### src/rtl/muldiv_sequencer.sv
// muldiv_sequencer: shared multi-cycle signed MUL/DIV/MOD engine with pipeline stall
module muldiv_sequencer #(
  parameter int WIDTH = 32,
  parameter int CW    = 6
) (
  input  logic             clk,
  input  logic             rst,
  input  logic             start,
  input  logic             isMul,
  input  logic             isDiv,
  input  logic             isMod,
  input  logic [WIDTH-1:0] op_a,
  input  logic [WIDTH-1:0] op_b,
  input  logic             flush,
  output logic             busy,
  output logic             stall,
  output logic             done,
  output logic [WIDTH-1:0] result
);
  localparam int ITER = WIDTH;
  localparam logic [1:0] OP_MUL = 2'd0, OP_DIV = 2'd1, OP_MOD = 2'd2;
  typedef enum logic [2:0] {IDLE, PREP, RUN, FIX, DONE} state_t;
  state_t state_q, state_d;
  logic [1:0] op_q, op_d;
  logic [WIDTH-1:0] a_q, a_d, b_q, b_d, acc_q, acc_d, result_q, result_d, fix_val;
  logic [CW-1:0] cnt_q, cnt_d;
  logic sa_q, sa_d, sb_q, sb_d;
  logic op_valid, accept, div_zero, ge;
  logic [WIDTH-1:0] abs_a, abs_b;
  logic [WIDTH:0] rem_sh, rem_nx;
  assign op_valid = isMul | isDiv | isMod;
  assign accept   = (state_q == IDLE) & start & op_valid & ~flush;
  assign div_zero = (op_q != OP_MUL) & (b_q == '0);
  assign abs_a    = a_q[WIDTH-1] ? -a_q : a_q;
  assign abs_b    = b_q[WIDTH-1] ? -b_q : b_q;
  assign rem_sh   = {acc_q, a_q[WIDTH-1]};
  assign ge       = rem_sh >= {1'b0, b_q};
  assign rem_nx   = ge ? rem_sh - {1'b0, b_q} : rem_sh;
  always_ff @(posedge clk) begin
    if (!rst) begin
      state_q  <= IDLE;
      op_q     <= OP_MUL;
      a_q      <= '0;
      b_q      <= '0;
      acc_q    <= '0;
      result_q <= '0;
      cnt_q    <= '0;
      sa_q     <= 1'b0;
      sb_q     <= 1'b0;
    end else begin
      state_q  <= state_d;
      op_q     <= op_d;
      a_q      <= a_d;
      b_q      <= b_d;
      acc_q    <= acc_d;
      result_q <= result_d;
      cnt_q    <= cnt_d;
      sa_q     <= sa_d;
      sb_q     <= sb_d;
    end
  end
  always_comb begin
    state_d = state_q;
    case (state_q)
      IDLE:    state_d = accept ? PREP : IDLE;
      PREP:    state_d = div_zero ? FIX : RUN;
      RUN:     state_d = (cnt_q == CW'(ITER-1)) ? FIX : RUN;
      FIX:     state_d = DONE;
      default: state_d = IDLE;
    endcase
    if (flush && state_q != IDLE) state_d = IDLE;
  end
  // Quotient bits shift into a_q as dividend bits shift out; acc_q is the remainder.
  always_comb begin
    fix_val = op_q == OP_MUL ? ((sa_q ^ sb_q) ? -acc_q : acc_q) :
              op_q == OP_DIV ? (b_q == '0 ? {WIDTH{1'b1}} : (sa_q ^ sb_q) ? -a_q : a_q) :
              (sa_q ? -acc_q : acc_q);
  end
  always_comb begin
    op_d     = op_q;
    a_d      = a_q;
    b_d      = b_q;
    acc_d    = acc_q;
    cnt_d    = cnt_q;
    sa_d     = sa_q;
    sb_d     = sb_q;
    result_d = result_q;
    case (state_q)
      IDLE: if (accept) begin
        a_d  = op_a;
        b_d  = op_b;
        op_d = isMul ? OP_MUL : isDiv ? OP_DIV : OP_MOD;
      end
      PREP: begin
        sa_d  = a_q[WIDTH-1];
        sb_d  = b_q[WIDTH-1];
        a_d   = abs_a;
        b_d   = abs_b;
        acc_d = div_zero ? abs_a : '0;
        cnt_d = '0;
      end
      RUN: begin
        acc_d = op_q == OP_MUL ? acc_q + (b_q[0] ? a_q : '0) : rem_nx[WIDTH-1:0];
        a_d   = op_q == OP_MUL ? a_q << 1 : {a_q[WIDTH-2:0], ge};
        b_d   = op_q == OP_MUL ? b_q >> 1 : b_q;
        cnt_d = cnt_q + 1'b1;
      end
      FIX: result_d = flush ? result_q : fix_val;
      default: ;
    endcase
  end
  always_comb begin
    busy   = (state_q == PREP) | (state_q == RUN) | (state_q == FIX);
    done   = state_q == DONE;
    stall  = ((state_q == IDLE) & start & op_valid) | busy;
    result = result_q;
  end
endmodule

### config.mk
export PLATFORM = sky130hd
export DESIGN_NAME = muldiv_sequencer
export DESIGN_NICKNAME = d
export VERILOG_FILES = /design/src/rtl/muldiv_sequencer.sv
export SDC_FILE = /design/constraint.sdc
export NUM_CORES = 1
export LEC_CHECK = 0
export BUFFER_PORTS_ARGS = -buffer_cell sky130_fd_sc_hd__clkbuf_2
export CAP_MARGIN = 20
export CORE_ASPECT_RATIO = 2
export CORE_MARGIN = 5
export CORE_UTILIZATION = 56
export DETAILED_ROUTE_END_ITERATION = 12
export PLACE_DENSITY = 0.77
export SLEW_MARGIN = 5
export SYNTH_ARGS = -nofsm -noshare
export SYNTH_HDL_FRONTEND = slang
export SYNTH_SLANG_ARGS = --single-unit
### constraint.sdc
create_clock -name clk -period 3.1 [get_ports clk]
set_input_delay 0.62 -clock clk [delete_from_list [all_inputs] [get_ports clk]]
set_output_delay 0.62 -clock clk [all_outputs]
set_load 0.03 [all_outputs]
Yosys cells after proc, flatten, opt, wreduce, memory -nomap -nowiden. Index checks and enable logic that the tools add are counted.

Equality and inequality tests: 9. $add $sub $neg: 6. Order comparisons: 1. Reductions and logical operators: 14. Bitwise gates (word level): 12. Multiplexer cells: 26.

Operators by type and width (number): 32-bit two-way mux (15); 32-bit case mux with 3 select lines (2); 32-bit negator (3); 32-bit case mux with 2 select lines (1); 33-bit by 32-bit greater-or-equal comparator with 1-bit output (1); 32-bit adder (1); 32-bit logical NOT (1); 32-bit subtractor (1); 3-bit case mux with 4 select lines (1); 6-bit case mux with 2 select lines (1); 6-bit by 1-bit adder with 6-bit output (second input constant) (1); 3-bit by 2-bit equality test with 1-bit output (second input constant) (2); 6-bit by 5-bit equality test with 1-bit output (second input constant) (1); 2-bit inequality test (second input constant) (3); 2-bit AND reduction (3); 3-bit nonzero test (2); 1-bit OR (5); 1-bit AND (4); 1-bit two-way mux (4); 2-bit two-way mux (2); 4-bit AND reduction (1); 2-bit nonzero test (2); 3-bit by 1-bit equality test with 1-bit output (second input constant) (1); 3-bit equality test (second input constant) (1); other kinds (8) (9).

Word-level logic and storage cells: 78. Flip-flop bits (word level): 141. Output and inout bits: 35.

Logic depth before layout (Yosys ltp).
Word-level depth: 6. Gate-level depth with buffers: 15. Gate-level depth less buffers: 14.

Least setup slack after synthesis. No wires, ideal clock.

Path kind: reg2reg. Start point: register b_q[0]. End point: register acc_q[30]. Cell stages (with the launch flop): 15. Data arrival time: 3.181 ns. Setup time: 0.131 ns. Setup slack: -0.211 ns. Period minus slack after synthesis: 3.311 ns. Buffers on the path: 0. Cells stage by stage: dfxtp_1 > inv_1 > nor2_1 > ha_1 > inv_1 > fa_1 > nor2b_1 > o31ai_1 > a21bo_2 > o31a_1 > o41ai_2 > a31oi_1 > mux2_2 > o21ai_0 > a32oi_1.

Longest elaborated chain between the ends: 4. Elaborated cells between the ends (all ways): 10. Classes of those cells: add/sub (2); order compare (1); mux (5); bitwise (1); reduce/logical (1).

RTL lines: from (decl) (RTL line 25) `logic [WIDTH-1:0] a_q, a_d, b_q, b_d, acc_q, acc_d, result_q, result_d, fix_val;`; from (signal assigned) (RTL line 44) `b_q <= '0;`; from (signal assigned) (RTL line 54) `b_q <= b_d;`; 32-bit subtractor, or another cell as far along (RTL line 38) `assign rem_nx = ge ? rem_sh - {1'b0, b_q} : rem_sh;`; 32-bit two-way mux, or another cell as far along (RTL line 38); 32-bit two-way mux, on equally long branches (RTL line 103, 99); 32-bit case mux with 2 select lines (*) (RTL line 88) `case (state_q)`; to (signal assigned) (RTL line 45) `acc_q <= '0;`; to (signal assigned) (RTL line 55) `acc_q <= acc_d;`; to (decl) (RTL line 25).

Every way passes the cells marked *; elsewhere a longest branch is shown, timed or not. A chain may end at the register's enable or synchronous reset.

Worst setup path after layout.
Start point: register b_q[0]. End point: register acc_q[29].

Same word-level chain as after synthesis.

==> flow_metrics.env <==
export IMPL_outcome="complete, but fails checks"
export IMPL_violations="negative setup slack"
export IMPL_path_class="reg2reg"
export IMPL_num_rows=81
export IMPL_hold_start="flush"
export IMPL_final_setup_viol_count=2
export IMPL_grt_pass1_wl_um=87200
export IMPL_fin_cells=2603
export IMPL_htreeDepth=4
export IMPL_synth_distinct_cells=82
export IMPL_hpwl_um=43400
export IMPL_hold_slack_ns=0.393
export IMPL_syn_avg_cell_area_um2=6.99
export IMPL_first_iter_violations=1695
export IMPL_postRouteAntennaNets=0
export IMPL_yosys_warnings=0
export IMPL_cts_sinks=141
export IMPL_min_period_over_period_pct=101
export IMPL_leakage_nw=7.63
export IMPL_startpoint="b_q[0]"
export IMPL_drv_slew=0
export IMPL_maxCapViolCount=0
export IMPL_antenna_found_initial=0
export IMPL_grt_usage_pct=39.8
export IMPL_grt_pass1_vias=16410
export IMPL_cts_root_buf="clkbuf_16"
export IMPL_rsz0062_at_grt="true"
export IMPL_routed_wl_um=57600
export IMPL_ys_ff_latch=141
export IMPL_final_setup_skew_ns=0.00838
export IMPL_die_y_um=232
export IMPL_start_util_pct=56.5
export IMPL_crit_path_end_kind="flip-flop"
export IMPL_worst_path_max_fanout=4
export IMPL_portBuffers=105
export IMPL_place_inst=2545
export IMPL_finalHoldViolations=0
export IMPL_postSynthCellCount=1974
export IMPL_synth_nets=2116
export IMPL_drc=0
export IMPL_core_area_um2=24400
export IMPL_diodes=0
export IMPL_die_x_um=121
export IMPL_clk_pin_slew_ns=0.06
export IMPL_cp_start_kind="flip-flop"
export IMPL_grt_max_degree=82
export IMPL_wl_per_cell_um=22.1
export IMPL_gp_congestion=0.996
export IMPL_detail_route_first_pass_iterations=6
export IMPL_cts_buffers=17
export IMPL_io_pins=106
export IMPL_hold_buffers=0
export IMPL_cp_arrival_ns=3.48
export IMPL_max_slew_margin_rel_pct=35.1
export IMPL_cts_buffer_depth=2
export IMPL_peakVddDrop_mv=0.408
export IMPL_yosysSeqAreaShare_pct=20.5
export IMPL_power_density_nw_per_um2=385
export IMPL_worst_slack_ns=-0.0422
export IMPL_fin_nets=2400
export IMPL_vias_per_cell=6.51
export IMPL_synth_area_um2=13800
export IMPL_min_period_ns=3.14
export IMPL_area_delta_synth_final_pct=30.2
export IMPL_worst_ep_required_time_ns=3.44
export IMPL_vias=16948
export IMPL_synth_flop_cell="dfxtp_1"
export IMPL_synth_edf_count=0
export IMPL_clock_latency_ns=0.45
export IMPL_gr_total_overflow=0
export IMPL_synthArstFlopShare_pct=0
export IMPL_drive_gt1_share_pct=26.3
export IMPL_die_area_um2=28100
export IMPL_worst_pin_slew_ns=0.970
export IMPL_timing_rr_start="b_q[0]"
export IMPL_hold_path_class="in2reg"
export IMPL_cts_tree="built"
export IMPL_fmax_ghz=0.318
## per-stage QoR
step	setup slack (ns)	total power [W]	TNS (ns)	util (%)	instance area, um^2
6_report	-0.0422	0.00691	-0.0482	73.5	18000
3_5_place_dp	-0.221	0.00455	-3.97	67.6	16500
4_1_cts	-0.0339	0.00668	-0.103	71.3	17400
2_1_floorplan	0.0171	0.00348	0	-	13800
5_1_grt	-0.0690	0.00717	-0.801	73.5	18000
3_3_place_gp	-0.178	0.00452	-2.46	67.6	16500
## worst paths after layout
check,end,slack (ns),cells after the start
worst max register to register,acc_q[29],-0.04,14
worst min-delay path,state_q[0],0.39,2
worst min register to register,result[12],0.45,2
worst max-delay path,acc_q[29],-0.04,14
## cells in the mapped netlist, types with 9 or more instances
cell      count  share of area, %
nor3_1       67               2.4
xnor2_1      83               5.3
clkbuf_1    152               4.1
nand2b_1     13              0.59
o21ai_0     192               7.0
and2_1       39               1.8
a22oi_1      14              0.76
a211oi_1     18              0.98
mux2i_1      20               1.5
a31oi_1      40               1.8
nor2_1      168               4.6
nand2_1     206               5.6
or3_1        18              0.82
or4_1        12              0.65
nor2b_1      10              0.45
buf_1        10              0.27
a211o_1      13              0.83
dfxtp_1     141                20
nand3_1      47               1.7
o211ai_1     19               1.0
ha_1         69               6.3
a311oi_1      9              0.57
a221oi_1     24               1.5
o21a_1       12              0.65
xor2_1       63               4.0
o31ai_1      26               1.4
mux2_2        9              0.73
a21o_1       28               1.5
o22ai_1      18              0.82
nand4_1      16              0.73
inv_1        65               1.8
nor4_1       16              0.73
o221ai_1     27               1.7
a21oi_1     180               6.5
and3_1       15              0.68
a222oi_1      9              0.65
## repair_timing
| action | in CTS | in global routing |
|---|---|---|
| setup endpoints to repair | 41 | 56 |
| gates cloned | 0 | 1 |
| pin swaps | 21 | 46 |
| setup buffers | 11 | 15 |
| resized for setup | 49 | 88 |
## metal layers
metal	up-vias	wire length (um)	GRT usage, %
met4	0	5850	35.1
met3	326	4260	5.49
li1	7788	-	-
met5	-	0	0
met1	7829	19500	41.5
met2	1005	28000	68.5
## layout by cell type (no fill, tap or decap), types with 34 or more instances in the layout
cell type	Yosys	final
nor3_1	67	65
a31oi_1	40	36
buf_4	1	309
clkbuf_2	0	105
o21ai_0	192	182
xor2_1	63	62
nand3_1	47	42
ha_1	69	55
nor2_1	168	162
a21oi_1	180	167
and2_1	39	34
nand2_1	206	204
xnor2_1	83	83
inv_1	65	60
dfxtp_1	141	139
## sequential cells by signal (all words and copies together), names as in the netlist
register	count
op_q	2
sa_q	1
b_q	32
result	32
cnt_q	6
a_q	32
state_q	3
acc_q	32
sb_q	1
## final cells by class
class                      instances  area, um^2
timing repair buffer             434        3150
multi-input combinational       1598       10700
fill                            2012        6460
tap                              332         415
clock buffer                      18         439
inverter                          66         248
sequential                       141        2830
clock inverter                    14         144
## report_power, final
part	switching, W	internal (W)
Combinational	0.00160	0.00121
Sequential	0.0000925	0.00190
Clock	0.000900	0.00120
Total	0.00260	0.00431
## worst max-delay path, cell delays in order, from the launching register on
cell and delay [ns]:
dfxtp_2 0.34, buf_4 0.15, and2_4 0.14, ha_4 0.27
nand3_1 0.07, o211ai_1 0.34, a311oi_1 0.17, buf_4 0.19
or3_4 0.40, a211oi_4 0.24, a211o_1 0.18, buf_4 0.13
o21ai_1 0.07, mux2i_1 0.12, a211o_1 0.22
## cells by family after synthesis
family | count (synthesis) | synth area share, %
xor+xnor | 146 | 9.27
buf+inv | 235 | 6.52
fa+ha+maj | 71 | 6.55
mux | 29 | 2.19
compound gates | 687 | 31.7
flops | 141 | 20.5
simple gates | 665 | 23.3
Power figures use the tool's default switching activity.
